<file path="config.mk">
export PLATFORM = sky130hd
export DESIGN_NAME = control_unit
export DESIGN_NICKNAME = d
export VERILOG_FILES = /design/src/rtl/ctrl_pkg.sv /design/src/rtl/pc_counter.sv /design/src/rtl/control_unit.sv
export SDC_FILE = /design/constraint.sdc
export NUM_CORES = 1
export LEC_CHECK = 0
export BUFFER_PORTS_ARGS = -buffer_cell sky130_fd_sc_hd__buf_4
export CAP_MARGIN = 30
export CORE_UTILIZATION = 52
export DETAILED_ROUTE_END_ITERATION = 16
export PLACE_DENSITY = 0.84
export SLEW_MARGIN = 10
export SYNTH_ARGS = -nofsm -noshare
export SYNTH_HDL_FRONTEND = slang
export SYNTH_SLANG_ARGS = --single-unit
</file>
<file path="constraint.sdc">
create_clock -name Clk -period 3.6 [get_ports Clk]
set_clock_uncertainty 0.15 [all_clocks]
set_input_delay 0.72 -clock Clk [delete_from_list [all_inputs] [get_ports Clk]]
set_output_delay 0.72 -clock Clk [all_outputs]
set_load 0.005 [all_outputs]
</file>
<file path="src/rtl/ctrl_pkg.sv">
// Shared control-unit types: FSM states, opcodes and ALU select codes.
// Also used by the ALU bench, so keep encodings stable.
package ctrl_pkg;

    typedef enum logic [3:0] {
        S_INIT   = 4'd0,
        S_FETCH  = 4'd1,
        S_DECODE = 4'd2,
        S_NOOP   = 4'd3,
        S_LOAD_A = 4'd4,
        S_LOAD_B = 4'd5,
        S_STORE  = 4'd6,
        S_EXEC   = 4'd7,
        S_HALT   = 4'd8
    } state_t;

    typedef enum logic [3:0] {
        OP_NOOP  = 4'd0,
        OP_STORE = 4'd1,
        OP_LOAD  = 4'd2,
        OP_ADD   = 4'd3,
        OP_SUB   = 4'd4,
        OP_HALT  = 4'd5,
        OP_XOR   = 4'd6,
        OP_OR    = 4'd7,
        OP_AND   = 4'd8,
        OP_INC   = 4'd9,
        OP_MOV   = 4'd10
    } opcode_t;

    localparam logic [2:0] ALU_ZERO = 3'd0;
    localparam logic [2:0] ALU_ADD  = 3'd1;
    localparam logic [2:0] ALU_SUB  = 3'd2;
    localparam logic [2:0] ALU_PASS = 3'd3;
    localparam logic [2:0] ALU_XOR  = 3'd4;
    localparam logic [2:0] ALU_OR   = 3'd5;
    localparam logic [2:0] ALU_AND  = 3'd6;
    localparam logic [2:0] ALU_INC  = 3'd7;

    // ALU select for an opcode; non-ALU opcodes map to zero.
    function automatic logic [2:0] alu_sel(input logic [3:0] op);
        logic [2:0] s;
        s = ALU_ZERO;
        case (op)
            OP_ADD:  s = ALU_ADD;
            OP_SUB:  s = ALU_SUB;
            OP_XOR:  s = ALU_XOR;
            OP_OR:   s = ALU_OR;
            OP_AND:  s = ALU_AND;
            OP_INC:  s = ALU_INC;
            OP_MOV:  s = ALU_PASS;
            default: s = ALU_ZERO;
        endcase
        return s;
    endfunction

    // True for opcodes that go through EXEC.
    function automatic logic is_alu(input logic [3:0] op);
        return alu_sel(op) != ALU_ZERO;
    endfunction

endpackage

</file>
<file path="src/rtl/pc_counter.sv">
// Program counter: synchronous clear, increment on Up, wraps at 2^W.
// Async active-high reset to zero.
module pc_counter #(
    parameter int W = 7
) (
    input  logic         Clk,
    input  logic         Reset,
    input  logic         Clr,
    input  logic         Up,
    output logic [W-1:0] Pc
);

    // Clear has priority over increment; natural width overflow wraps.
    always_ff @(posedge Clk or posedge Reset) begin
        if (Reset)
            Pc <= '0;
        else if (Clr)
            Pc <= '0;
        else if (Up)
            Pc <= Pc + W'(1);
    end

endmodule

</file>
<file path="src/rtl/control_unit.sv">
// Multi-cycle control unit: IR, state machine and Moore output decode.
// Optional CTRL_SINGLE_STEP_EN adds a Step input that gates FETCH.
module control_unit
    import ctrl_pkg::*;
#(
    parameter int PC_W = 7
) (
    input  logic            Clk,
    input  logic            Reset,
`ifdef CTRL_SINGLE_STEP_EN
    input  logic            Step,
`endif
    input  logic [15:0]     IR_In,
    output logic [PC_W-1:0] PC_Addr,
    output logic [7:0]      D_Addr,
    output logic            D_Wr,
    output logic            RF_s,
    output logic [3:0]      RF_W_Addr,
    output logic [3:0]      RF_Ra_Addr,
    output logic [3:0]      RF_Rb_Addr,
    output logic            RF_W_En,
    output logic [2:0]      ALU_s0,
    output logic            Halted,
    output logic [3:0]      State
);

    state_t      st;
    logic [15:0] ir;
    logic        go;
    logic [3:0]  op;

`ifdef CTRL_SINGLE_STEP_EN
    assign go = Step;
`else
    assign go = 1'b1;
`endif

    assign op = ir[15:12];

    pc_counter #(.W(PC_W)) u_pc (
        .Clk   (Clk),
        .Reset (Reset),
        .Clr   (st == S_INIT),
        .Up    ((st == S_FETCH) && go),
        .Pc    (PC_Addr)
    );

    // State sequencing and instruction register.
    always_ff @(posedge Clk or posedge Reset) begin
        if (Reset) begin
            st <= S_INIT;
            ir <= '0;
        end else begin
            case (st)
                S_INIT: begin
                    ir <= '0;
                    st <= S_FETCH;
                end
                S_FETCH: begin
                    if (go) begin
                        ir <= IR_In;
                        st <= S_DECODE;
                    end
                end
                S_DECODE: begin
                    if (op == OP_STORE)
                        st <= S_STORE;
                    else if (op == OP_LOAD)
                        st <= S_LOAD_A;
                    else if (op == OP_HALT)
                        st <= S_HALT;
                    else if (is_alu(op))
                        st <= S_EXEC;
                    else
                        st <= S_NOOP;
                end
                S_LOAD_A: st <= S_LOAD_B;
                S_NOOP,
                S_STORE,
                S_LOAD_B,
                S_EXEC:   st <= S_FETCH;
                S_HALT:   st <= S_HALT;
                default:  st <= S_INIT;
            endcase
        end
    end

    // Moore output decode from current state and IR.
    always_comb begin
        D_Addr     = '0;
        D_Wr       = 1'b0;
        RF_s       = 1'b0;
        RF_W_Addr  = '0;
        RF_Ra_Addr = '0;
        RF_Rb_Addr = '0;
        RF_W_En    = 1'b0;
        ALU_s0     = ALU_ZERO;
        case (st)
            S_STORE: begin
                D_Wr       = 1'b1;
                D_Addr     = ir[11:4];
                RF_Ra_Addr = ir[3:0];
            end
            S_LOAD_A: begin
                D_Addr = ir[11:4];
            end
            S_LOAD_B: begin
                D_Addr    = ir[11:4];
                RF_s      = 1'b1;
                RF_W_En   = 1'b1;
                RF_W_Addr = ir[3:0];
            end
            S_EXEC: begin
                RF_Ra_Addr = ir[11:8];
                RF_Rb_Addr = ir[7:4];
                ALU_s0     = alu_sel(op);
                RF_W_En    = 1'b1;
                RF_W_Addr  = ir[3:0];
            end
            default: ;
        endcase
    end

    assign Halted = (st == S_HALT);
    assign State  = st;

endmodule

</file>
==> key figures <==
Run status
  • Outcome: finished clean

Route
  • Met3 routed WL: roughly 190 um
  • First DRT Iteration DRCs: 59
  • Met2 Routed Length: around 2000 um
  • Met1 Wirelength: 1630 um
  • Total number of vias: 1,518
  • Drt total wl: 3880 um
  • DR vias/cell: ~5.8
  • TritonRoute pass-1 iters: 4
  • Top layer in use: met4
  • Drc violations: 0
  • DRT antenna net count: 0
  • Wire per inst: 14.8 um

STA
  • Worst slew margin: between 50% and 60%
  • Peak Freq: slightly above 300 MHz
  • Final Cycle Share: 91.2%
  • Tmin final: 3.28 ns
  • Fin worst setup slack: 0.318 ns
  • TNS Setup: 0 ns
  • Fin. max-slew vios: 0
  • Worst Tran Pin Value: 0.736 ns
  • Hold Slack: 0.193 ns
  • Finish-stage setup viols: 0
  • RSZ-0062 raised after global routing: false
  • Final hold violations: 0

Power and ir drop
  • Worst vdd ir: 0.000503 V
  • Sequential Power Share: around 41%
  • Sw power: roughly 640 uW
  • Leak: around 0.0010 uW
  • PwrDens: 707 mW/mm2
  • Cell-internal power: 771 uW
  • Clock share of power: under 10%
  • Logic pwr share: 49.2%
  • Switching Fraction: between 40% and 50%

Logic synthesis
  • Ys flop type: dfrtp_1
  • Area leader, netlist: dfrtp_1
  • Post-synth EDFFs: 0
  • Yosys warning count: 0
  • Most common cell in the synthesized netlist: nand2_1
  • Average footprint of a synthesized cell: roughly 8.4 um2
  • Synth unique cells: 35
  • Post-synth top area share: approximately 44%
  • Post-synthesis cell area: about 0.0015 mm2
  • Synth Net Count: 200
  • Async S/R FF share, synth: 100%
  • #FFs+latches synth: 27
  • Sequential area share after synthesis: 44.4%
  • Synth area leaders: dfrtp_1 44%, nand2_1 9.6%, nand3_1 6.9%
  • Synth cell count leaders: 39 x nand2_1, 27 x dfrtp_1, 21 x nand3_1
  • Gate Count Post-Synth: 181

Placed design
  • Dpl ws: between 0.7 and 0.8 ns
  • Routability cong.: ~0.84
  • Port-buffer cells: 55
  • Hpwl dp: roughly 2800 um

Die
  • Die ar.: 0.00315 mm2
  • Initial Utilization: between 50% and 60%
  • Ports: 56
  • Die X: 56.1 um
  • Die Y: 56.1 um
  • Cell Rows: 19
  • Core ar.: around 0.0028 mm2

Global routing
  • Vias in the first global route: 1,396
  • Aggregate global routing overflow: 0
  • Initial antenna violation count: 0
  • Largest net degree at the start of global routing: 23
  • First-pass GRT wire length: 6340 um
  • Gr usage total: 25.6%

Clock tree
  • # H-tree levels: 1
  • Clk_lat worst skew: 0.34 ns
  • Post-cts sizing count: 0
  • Sink Count: 27
  • CTS Buf Count: 3
  • Clk buf depth: 2
  • Hold bufs inserted after CTS: 0
  • Clk root buf: clkbuf_4
  • CTS tree: built
  • Worst-path clk slew: 0.15 ns
  • Post-CTS setup buffers: 0

Layout
  • Number of diodes: 0
  • Fillers: 218
  • Layout cell share with drive strength beyond 1: 27.7%
  • Fin nets: about 250
  • Area grow syn2layout: 31.1%

Min path
  • Hold Crit Class: input pin to asynchronous set/reset pin

Worst setup path
  • Register-to-Register Path Depth: 4
  • R2r startpoint: State[0]
  • CP Capture Type: primary output
  • CP startpoint kind: flop
  • Reg2reg end: u_pc.Pc[5]
  • Critical path class: flop to primary output
  • Crit path max fanout: 11
  • Reg2reg setup slack: 1.26 ns
  • Worst Path Required: around 2.7 ns
  • Worst EP arrival: 2.41 ns

Flow run
  • Max_cap viols: 0
[cell families after synthesis]
logic type               Yosys count  synth area share, %
adder cells (fa/ha/maj)            1                0.822
AO/OA/AOI/OAI                     29                 13.2
flip-flops                        27                 44.4
buffers and inverters             16                 4.52
XOR/XNOR                           1                0.575
AND/OR/NAND/NOR                  107                 36.5
[worst max-delay path, cell delays in order (launching register included)]
cell	delay [ns]
dfrtp_1	0.58
nor2b_1	0.47
a21boi_0	0.66
and2_1	0.24
buf_4	0.11
[through the flow]
| step | area [um2] | util [%] | cells | power [uW] |
|---|---|---|---|---|
| global placement | 1930 | 69.9 | 256 | 1210 |
| finish | 2000 | 72.4 | 262 | 1410 |
| floorplan | 1520 | - | 181 | 1010 |
| CTS | 2000 | 72.4 | 262 | 1410 |
| global route | 2000 | 72.4 | 262 | 1520 |
| detailed placement | 1970 | 71.3 | 258 | 1270 |
[layout by cell type (no fill, tap or decap), drive strengths merged, types with 2 or more instances in the layout]
cell / n
dfrtp: 27
nor2: 2
o21bai: 2
a22o: 4
nor3b: 3
and3: 8
nand2: 39
a211oi: 2
a21oi: 5
o2bb2ai: 2
buf: 58
nor2b: 7
and2: 13
nor3: 3
clkbuf: 3
nand2b: 5
nand3: 21
a31oi: 2
inv: 4
or3: 2
o21ai: 6
[power groups by stage]
| stage | clock network (uW) | logic [uW] | registers [uW] |
|---|---|---|---|
| floorplan | 0 | 508 | 499 |
| global placement | 0 | 638 | 568 |
| detailed placement | 0 | 691 | 581 |
| CTS | 141 | 694 | 576 |
| global route | 154 | 768 | 602 |
| finish | 139 | 694 | 578 |
[area by class of cell]
cell class	instances	area, um2	area share, %
inverters	4	15.0	0.752
multi-input cells	138	778	39.0
repair buffers	58	459	23.0
clock buffers	3	22.5	1.13
well taps	31	38.8	1.94
clock inverters	1	7.51	0.376
flip-flops and latches	27	676	33.8
[routing by layer]
| layer | vias up | global-route usage [%] |
|---|---|---|
| met1 | 720 | 32.5 |
| met2 | 61 | 44.7 |
| met5 | - | 0 |
| li1 | 728 | - |
| met3 | 9 | 2.79 |
| met4 | 0 | 9.76 |
[worst max path at each step]
stage                        start  slack [ns]   endpoint
after floorplan           State[2]        1.34  D_Addr[0]
after global placement    State[2]        0.89  D_Addr[0]
after detailed placement  State[2]        0.73  D_Addr[0]
after CTS                 State[2]        0.33  D_Addr[0]
after global routing      State[2]        0.18  D_Addr[3]
final                     State[2]        0.32  D_Addr[0]
[state kept, by name (all words and copies together) (netlist names)]
name / cells
u_pc.Pc: 7
State: 4
ir: 16
Power figures use the tool's default switching activity.
